[config.mk]
export PLATFORM = sky130hd
export DESIGN_NAME = rstring_tap_seq
export DESIGN_NICKNAME = d
export VERILOG_FILES = /design/src/rtl/rstring_tap_seq.sv
export SDC_FILE = /design/constraint.sdc
export NUM_CORES = 1
export LEC_CHECK = 0
export ABC_AREA = 1
export BUFFER_PORTS_ARGS = -buffer_cell sky130_fd_sc_hd__clkbuf_2
export CORE_MARGIN = 2
export CORE_UTILIZATION = 37
export CTS_CLUSTER_DIAMETER = 80
export CTS_CLUSTER_SIZE = 10
export DETAILED_ROUTE_END_ITERATION = 8
export SYNTH_ARGS = -nofsm -noshare
export SYNTH_HDL_FRONTEND = slang
export SYNTH_SLANG_ARGS = --single-unit
[constraint.sdc]
create_clock -name clk -period 3.9 [get_ports clk]
set_input_delay 0.39 -clock clk [delete_from_list [all_inputs] [get_ports clk]]
set_output_delay 0.39 -clock clk [all_outputs]
set_load 0.02 [all_outputs]
[src/rtl/rstring_tap_seq.sv]
// POR resistor-string tap mux controller: string enable, one-hot tap select with
// break-before-make, settling timers, valid flag and an automatic 8-tap trim sweep.
module rstring_tap_seq #(
    parameter int unsigned SETTLE_CYC = 16,
    parameter int unsigned BBM_CYC    = 2,
    parameter int unsigned DWELL_CYC  = 32,
    parameter int unsigned CNT_W      = 8
) (
    input  logic       clk,
    input  logic       rst_n,
    input  logic       ena_req,
    input  logic [2:0] otrip,
    input  logic       otrip_wr,
    input  logic       sweep_start,
    output logic       ena,
    output logic [7:0] otrip_decoded,
    output logic       vin_valid,
    output logic       busy,
    output logic [2:0] sweep_idx,
    output logic       sweep_done
);

    typedef enum logic [2:0] {
        S_OFF,
        S_ENA_SETTLE,
        S_BBM,
        S_TAP_SETTLE,
        S_READY,
        S_DWELL
    } state_t;

    localparam logic [CNT_W-1:0] SETTLE_LD = CNT_W'(SETTLE_CYC - 1);
    localparam logic [CNT_W-1:0] BBM_LD    = CNT_W'(BBM_CYC - 1);
    localparam logic [CNT_W-1:0] DWELL_LD  = CNT_W'(DWELL_CYC - 1);

    state_t           state, state_n;
    logic [CNT_W-1:0] cnt, cnt_n;
    logic [2:0]       cur_code, cur_code_n;
    logic [2:0]       pend_code, pend_code_n;
    logic             sweeping, sweeping_n;
    logic             restoring, restoring_n;
    logic [2:0]       sweep_idx_n;
    logic             sweep_done_n;
    logic             ena_n;
    logic [7:0]       decoded_n;
    logic             vin_valid_n;
    logic             busy_n;

    function automatic logic [7:0] onehot(input logic [2:0] code);
        logic [7:0] v;
        v       = '0;
        v[code] = 1'b1;
        return v;
    endfunction

    always_ff @(posedge clk or negedge rst_n) begin
        if (!rst_n) begin
            state         <= S_OFF;
            cnt           <= '0;
            cur_code      <= '0;
            pend_code     <= '0;
            sweeping      <= 1'b0;
            restoring     <= 1'b0;
            ena           <= 1'b0;
            otrip_decoded <= '0;
            vin_valid     <= 1'b0;
            busy          <= 1'b0;
            sweep_idx     <= '0;
            sweep_done    <= 1'b0;
        end else begin
            state         <= state_n;
            cnt           <= cnt_n;
            cur_code      <= cur_code_n;
            pend_code     <= pend_code_n;
            sweeping      <= sweeping_n;
            restoring     <= restoring_n;
            ena           <= ena_n;
            otrip_decoded <= decoded_n;
            vin_valid     <= vin_valid_n;
            busy          <= busy_n;
            sweep_idx     <= sweep_idx_n;
            sweep_done    <= sweep_done_n;
        end
    end

    always_comb begin
        state_n      = state;
        cnt_n        = cnt;
        cur_code_n   = cur_code;
        pend_code_n  = pend_code;
        sweeping_n   = sweeping;
        restoring_n  = restoring;
        sweep_idx_n  = sweep_idx;
        sweep_done_n = 1'b0;

        if (otrip_wr) begin
            pend_code_n = otrip;
            if (state == S_OFF) begin
                cur_code_n = otrip;
            end
        end

        if (!ena_req) begin
            state_n     = S_OFF;
            cnt_n       = '0;
            cur_code_n  = pend_code_n;
            sweeping_n  = 1'b0;
            restoring_n = 1'b0;
            sweep_idx_n = '0;
        end else begin
            unique case (state)
                S_OFF: begin
                    state_n = S_ENA_SETTLE;
                    cnt_n   = SETTLE_LD;
                end
                S_ENA_SETTLE: begin
                    if (cnt == '0) begin
                        state_n = S_TAP_SETTLE;
                        cnt_n   = SETTLE_LD;
                    end else begin
                        cnt_n = cnt - 1'b1;
                    end
                end
                S_BBM: begin
                    if (cnt == '0) begin
                        state_n = S_TAP_SETTLE;
                        cnt_n   = SETTLE_LD;
                        // Outside a sweep the newest pending code is connected, so a
                        // write landing during the open interval never flashes the stale tap.
                        if (!sweeping) begin
                            cur_code_n = pend_code_n;
                        end
                    end else begin
                        cnt_n = cnt - 1'b1;
                    end
                end
                S_TAP_SETTLE: begin
                    if (cnt == '0) begin
                        if (sweeping) begin
                            state_n = S_DWELL;
                            cnt_n   = DWELL_LD;
                        end else begin
                            state_n = S_READY;
                            cnt_n   = '0;
                            if (restoring) begin
                                restoring_n  = 1'b0;
                                sweep_done_n = 1'b1;
                            end
                        end
                    end else begin
                        cnt_n = cnt - 1'b1;
                    end
                end
                S_READY: begin
                    if (sweep_start) begin
                        sweeping_n  = 1'b1;
                        cur_code_n  = '0;
                        sweep_idx_n = '0;
                        state_n     = S_BBM;
                        cnt_n       = BBM_LD;
                    end else if (pend_code != cur_code) begin
                        cur_code_n = pend_code;
                        state_n    = S_BBM;
                        cnt_n      = BBM_LD;
                    end
                end
                S_DWELL: begin
                    if (cnt == '0) begin
                        state_n = S_BBM;
                        cnt_n   = BBM_LD;
                        if (sweep_idx != 3'd7) begin
                            sweep_idx_n = sweep_idx + 3'd1;
                            cur_code_n  = cur_code + 3'd1;
                        end else begin
                            sweeping_n  = 1'b0;
                            restoring_n = 1'b1;
                            cur_code_n  = pend_code_n;
                        end
                    end else begin
                        cnt_n = cnt - 1'b1;
                    end
                end
                default: begin
                    state_n = S_OFF;
                    cnt_n   = '0;
                end
            endcase
        end

        // Outputs are decoded from the next state so every output is a flop.
        ena_n       = (state_n != S_OFF);
        vin_valid_n = (state_n == S_READY) || (state_n == S_DWELL);
        busy_n      = (state_n == S_ENA_SETTLE) || (state_n == S_BBM) ||
                      (state_n == S_TAP_SETTLE) || (state_n == S_DWELL);
        decoded_n   = '0;
        if ((state_n == S_TAP_SETTLE) || (state_n == S_READY) || (state_n == S_DWELL)) begin
            decoded_n = onehot(cur_code_n);
        end
    end

endmodule
# After elaboration in Yosys (flattened, before gate mapping)
# Cells that the tools add are included.
totals:
  reg_bits: 34
  inputBits: 8
  output_inout_bits: 15
  elab_cells: 103
classes:
  add_sub_neg: 3
  n_lt_le_gt_ge: 2
  n_eq_ne: 21
  mux: 51
  reduce_logical: 14
op_table:
  columns: ["op", "count"]
  rows:
  - ["3-bit two-way mux", 20]
  - ["8-bit two-way mux", 7]
  - ["8-bit case mux with 5 select lines", 1]
  - ["3-bit inequality test, second input constant", 7]
  - ["1-bit two-way mux", 16]
  - ["3-bit case mux with 5 select lines", 1]
  - ["3-bit by 2-bit == test with 1-bit output, second input constant", 4]
  - ["3-bit == test, second input constant", 4]
  - ["3-bit case mux with 3 select lines", 1]
  - ["8-bit logical NOT", 1]
  - ["4-bit AND reduction", 2]
  - ["8-bit by 1-bit subtractor with 8-bit output, second input constant", 1]
  - ["3-bit by 1-bit adder with 3-bit output, second input constant", 2]
  - ["3-bit by 1-bit == test with 1-bit output, second input constant", 2]
  - ["1-bit logical OR", 6]
  - ["3-bit by 1-bit inequality test with 1-bit output, second input constant", 2]
  - ["3-bit case mux with 2 select lines", 1]
  - ["5-bit two-way mux", 1]
  - ["5-bit AND reduction", 1]
  - ["3-bit by 4-bit less-than comparator with 1-bit output, second input constant", 1]
  - ["4-bit inequality test, second input constant", 1]
  - ["1-bit case mux with 2 select lines", 2]
  - ["1-bit demux with 3-bit select", 1]
  - ["3-bit by 1-bit >= comparator with 1-bit output, second input constant", 1]
  - ["other kinds (5)", 5]

# Logic depth before layout (Yosys ltp)
depth:
  ltp_word: 12
  depth_mapped: 14
  mapped_depth_nobuf: 13

# Worst setup path after synthesis
# Ideal clock, no wire load.
synth_timing:
  kind: "reg2reg"
  from: "reg sweep_idx[0]"
  to: "reg otrip_decoded[0]"
  setup_ns: 0.072
  arrival_time_ns: 1.665
  required_ns: 3.828
  path_slack_ns: 2.163
  stages_incl_launch_ff: 12
  n_path_buf: 0
  period_less_slack_ns: 1.737
  path_cell_list: "dfrtp_1 -> ha_1 -> ha_1 -> inv_1 -> nand2_1 -> nand3_1 -> a21oi_1 -> nor2_1 -> nand2_1 -> o21ai_0 -> nand2_1 -> nor2_1"
synth_between:
  elab_chain_cells: 10
  word_cells_on_any_way: 11
  classes_between: "order compare (2); eq/ne (1); mux (7); reduce/logical (1)"
synth_rtl:
  columns: ["item", "line_no", "source"]
  rows:
  - ["from (decl)", "19", "output logic [2:0] sweep_idx,"]
  - ["from (signal assigned)", "81", "sweep_idx <= sweep_idx_n;"]
  - ["3-bit inequality test *", "171", "if (sweep_idx != 3'd7) begin"]
  - ["3-bit two-way mux *", "171", null]
  - ["3-bit two-way mux *", "168", "if (cnt == '0) begin"]
  - ["3-bit case mux with 3 select lines *", "111", "unique case (state)"]
  - ["3-bit two-way mux *", "103", "if (!ena_req) begin"]
  - ["3-bit by 4-bit less-than comparator with 1-bit output (not written as such) / 3-bit by 1-bit >= comparator with 1-bit output (equally long branches)", "52", "v[code] = 1'b1;"]
  - ["1-bit logical AND (not written as such)", "52", null]
  - ["1-bit two-way mux (not written as such)", "52", null]
  - ["1-bit demux with 3-bit select *", "52", null]
  - ["8-bit two-way mux *", "196", "if ((state_n == S_TAP_SETTLE) || (state_n == S_READY) || (state_n == S_DWELL)) begin"]
  - ["via decoded_n[0]", "45", "logic [7:0] decoded_n;"]
  - ["to (signal assigned)", "78", "otrip_decoded <= decoded_n;"]
  - ["to (decl)", "16", "output logic [7:0] otrip_decoded,"]
# The timed path passes the listed nets; every way through them passes the cells marked *.
# A chain may end at the register's enable or synchronous reset.

# Final worst setup path
layout_timing:
  from: "reg cnt[0]"
  to: "reg otrip_decoded[4]"
layout_between:
  elab_chain_cells: 9
  word_cells_on_any_way: 21
  classes_between: "order compare (2); eq/ne (3); mux (12); reduce/logical (4)"
layout_rtl:
  columns: ["item", "line_no", "source"]
  rows:
  - ["from (decl)", "37", "logic [CNT_W-1:0] cnt, cnt_n;"]
  - ["from (signal assigned)", "72", "cnt <= cnt_n;"]
  - ["8-bit logical NOT *", null, null]
  - ["3-bit two-way mux (on tied branches)", "168, 125", null]
  - ["3-bit case mux with 3 select lines", "111", null]
  - ["3-bit two-way mux", "103", null]
  - ["3-bit by 4-bit less-than comparator with 1-bit output (not written as such) / 3-bit by 1-bit >= comparator with 1-bit output (equally long branches)", "52", null]
  - ["1-bit logical AND (not written as such)", "52", null]
  - ["1-bit two-way mux (not written as such)", "52", null]
  - ["1-bit demux with 3-bit select", "52", null]
  - ["8-bit two-way mux *", "196", null]
  - ["via decoded_n[4]", "45", null]
# Marked as above.

==> flow_summary.toml <==
[finish]
regArea_um2 = 850.8
multiInputGateArea_um2 = 978.4
drive_gt1_share_pct = 16.72
final.fill_count = 574
n_antenna_cell = 0
area.growth.synth_to_final_pct = 13.45
final_nets = 311

[route]
via_count = 1759
final_antenna_net_count = 0
drt_first_iter_violations = 123
drt_first_pass_iters = 4
totalWireLength_um = 4437
drc = 0
via_per_inst = 4.767
wire_per_inst_um = 12.02

[cts]
post_cts_hold_buffer_count = 0
clock-sinks = 34
htree_num_levels = 2
tritoncts_clock_tree = "done"
cts_buffer_depth = 2
worst_skew_pair.late_latency_ns = 0.29
postCtsSetupBuffers = 0
clk_root_buffer_cell = "clkbuf_8"
clock_transition_at_the_registers_of_the_reported_paths_ns = 0.07
cts_inserted_buffers = 5
cts_resized = 0

[power_and_ir_drop]
power_per_cell_area_mw_per_mm2 = 418.0
cell_internal_power_dissipation_uw = 609.3
power.share.switching_pct = 35.46
switching_power_uw = 334.8
vdd.ir_drop.worst_uv = 189.9
clkPwrFrac_pct = 29.2
seq_power_share_pct = 43.1
comb_power_share_pct = 27.7
lkg_pwr_uw = 0.001212

[synthesis]
postSynthAreaPerCell_um2 = 7.292
yosys.cell_count.top_type = "nand2_1"
synth-seq-cells = 34
synthesis.instances = 273
synth_area_leaders = "dfrtp_1 43%, nand2_1 16%, inv_1 6.2%"
number_of_synthesis_warnings = 0
netlist_area_mm2 = 0.001991
yosys.area.top_type_share_pct = 42.74
netlist-cell-type-count = 33
synth_common_cells = "83 x nand2_1, 34 x dfrtp_1, 33 x inv_1, 33 x nor2_1, 20 x nand3_1"
yosys_most_used_dff = "dfrtp_1"
async_flop_share_pct = 100.0
synth_seq_area_share_pct = 42.74
synth.largest_area_cell = "dfrtp_1"
syn_nets = 286
synth_edf_count = 0

[timing]
worst_pin_slew_ns = 0.8490
post-route-min-period_ns = 2.153
unrepaired_setup_endpoints_after_global_routing = "false"
fin_ws_ns = 1.747
final_hold_viol_count = 0
max-slew-margin-rel_pct = 43.40
max_freq_mhz = 464.4
finalMaxSlewViolations = 0
report.final.setup_viol = 0
clock-skew-final_ns = 0.005609
totalNegativeSetupSlack_ns = 0
timing.final.crit_share_pct = 55.21

[place]
port_buffers = 22
hpwlAfterDp_um = 3321
finalWeightedCongestion = 0.9215
placement.setup.worst_slack_ns = 1.737

[hold_path]
hold_class = "primary input to asynchronous set/reset pin"

[floorplan]
die_height_um = 77.35
initial_utilization_pct = 38.73
fp.coreArea_mm2 = 0.005140
top_ports = 23
placementRows = 26
die-width_um = 77.35
fp.dieArea_mm2 = 0.005983

[job]
max_cap_violations = 0

[grt]
global_route_wire_length_before_repair_um = 7838
overflow_left_after_global_routing = 0
vias_in_the_first_global_route = 1755
initial_antenna_violation_count = 0
grt_start_max_net_pins = 35
grt_use_total_pct = 16.48

[critical_path]
worstSetupStartpointType = "flop"
setup_cp_type = "flop to flop"
timing.critical_path.fanout_max = 11
cp_data_arrival_time_ns = 2.33
endpoint_kind = "flop"
crit_path_required_time_ns = 4.08

[outcome]
status = "completed"
-- stage by stage --
step / hold WS (ns) / util, % / total power (uW) / area, um^2 / instances
after floorplan: 0.09441 / - / 614.9 / 1991 / 273
after global placement: 0.4763 / 42.09 / 675.4 / 2163 / 361
after detailed placement: 0.4843 / 42.09 / 675.1 / 2163 / 361
after CTS: 0.2340 / 43.94 / 954.2 / 2258 / 369
after global routing: 0.2741 / 43.94 / 1018 / 2258 / 369
final: 0.1985 / 43.94 / 944.1 / 2258 / 369
-- power by group through the flow --
stage	Combinational [uW]	Sequential, uW	Clock [uW]
after global routing	307	410	301
final	262	407	275
after global placement	262	413	0
after floorplan	202	413	0
after detailed placement	262	413	0
after CTS	263	407	284
-- final timing paths --
kind	cells after the start	slack, ns	end	start
worst max-delay path	11	1.75	otrip_decoded[4]	cnt[0]
worst min-delay path	1	0.20	ena	rst_n
worst max register to register	11	1.75	otrip_decoded[4]	cnt[0]
max in group asynchronous	1	3.17	cnt[0]	rst_n
min in group clk	3	0.44	pend_code[1]	otrip[1]
worst min register to register	2	0.49	restoring	restoring
-- state kept, by name (all words and copies together), names as in the netlist --
register / count
busy: 1
cnt: 8
cur_code: 3
ena: 1
otrip_decoded: 8
pend_code: 3
restoring: 1
state: 3
sweep_done: 1
sweep_idx: 3
sweeping: 1
vin_valid: 1
-- routing by layer --
| metal | part of all wire, % | GRT usage, % | wire length [um] |
|---|---|---|---|
| met4 | 2.0 | 6.071 | 87 |
| met1 | 48 | 21.52 | 2133 |
| met5 | 0 | 0 | 0 |
| met2 | 46 | 26.61 | 2034 |
| met3 | 4.1 | 3.953 | 182 |
-- placed cells by master (no fill, tap or decap), drive strengths merged --
cell	netlist	routed
o211ai	1	1
clkbuf	1	28
xor2	2	2
dfrtp	34	34
clkinvlp	0	1
nand2	88	88
inv	35	35
nor3	3	3
a31o	1	1
o21ai	19	19
a31oi	1	1
nand3b	1	1
o22ai	2	2
xnor2	1	1
nor2	40	40
clkinv	1	2
ha	5	5
a21oi	8	8
and3	1	1
o21bai	2	2
nand3	21	21
nand4	2	2
o41ai	1	1
-- worst max-delay path, stage by stage, from the launching register on --
cell and delay [ns]:
dfrtp_1 0.36, inv_1 0.12, ha_1 0.16, nand2_1 0.06
nor2_2 0.35, inv_1 0.21, nand2_2 0.17, nand4_1 0.16
nand3_1 0.13, nand2_1 0.10, nand2_1 0.14, nor2_1 0.08
-- cell families (layout without fill, tap and decap cells) --
kind of cell	Yosys count	after routing	share of synthesized area, %
AND/OR/NAND/NOR	156	156	34.57
buffers and inverters	40	66	8.108
AO/OA/AOI/OAI	35	35	10.12
flip-flops	34	34	42.74
adder cells (fa/ha/maj)	5	5	3.143
XOR/XNOR	3	3	1.320
-- layout make-up --
cell class / instances / area share (%)
clock buffer: 6 / 3.657
clock inverter: 2 / 0.5540
inverter: 36 / 6.039
multi-input combinational: 199 / 43.32
sequential: 34 / 37.67
tap: 70 / 3.878
timing repair buffer: 22 / 4.875
Note: power is estimated with default switching activity, not from simulation.
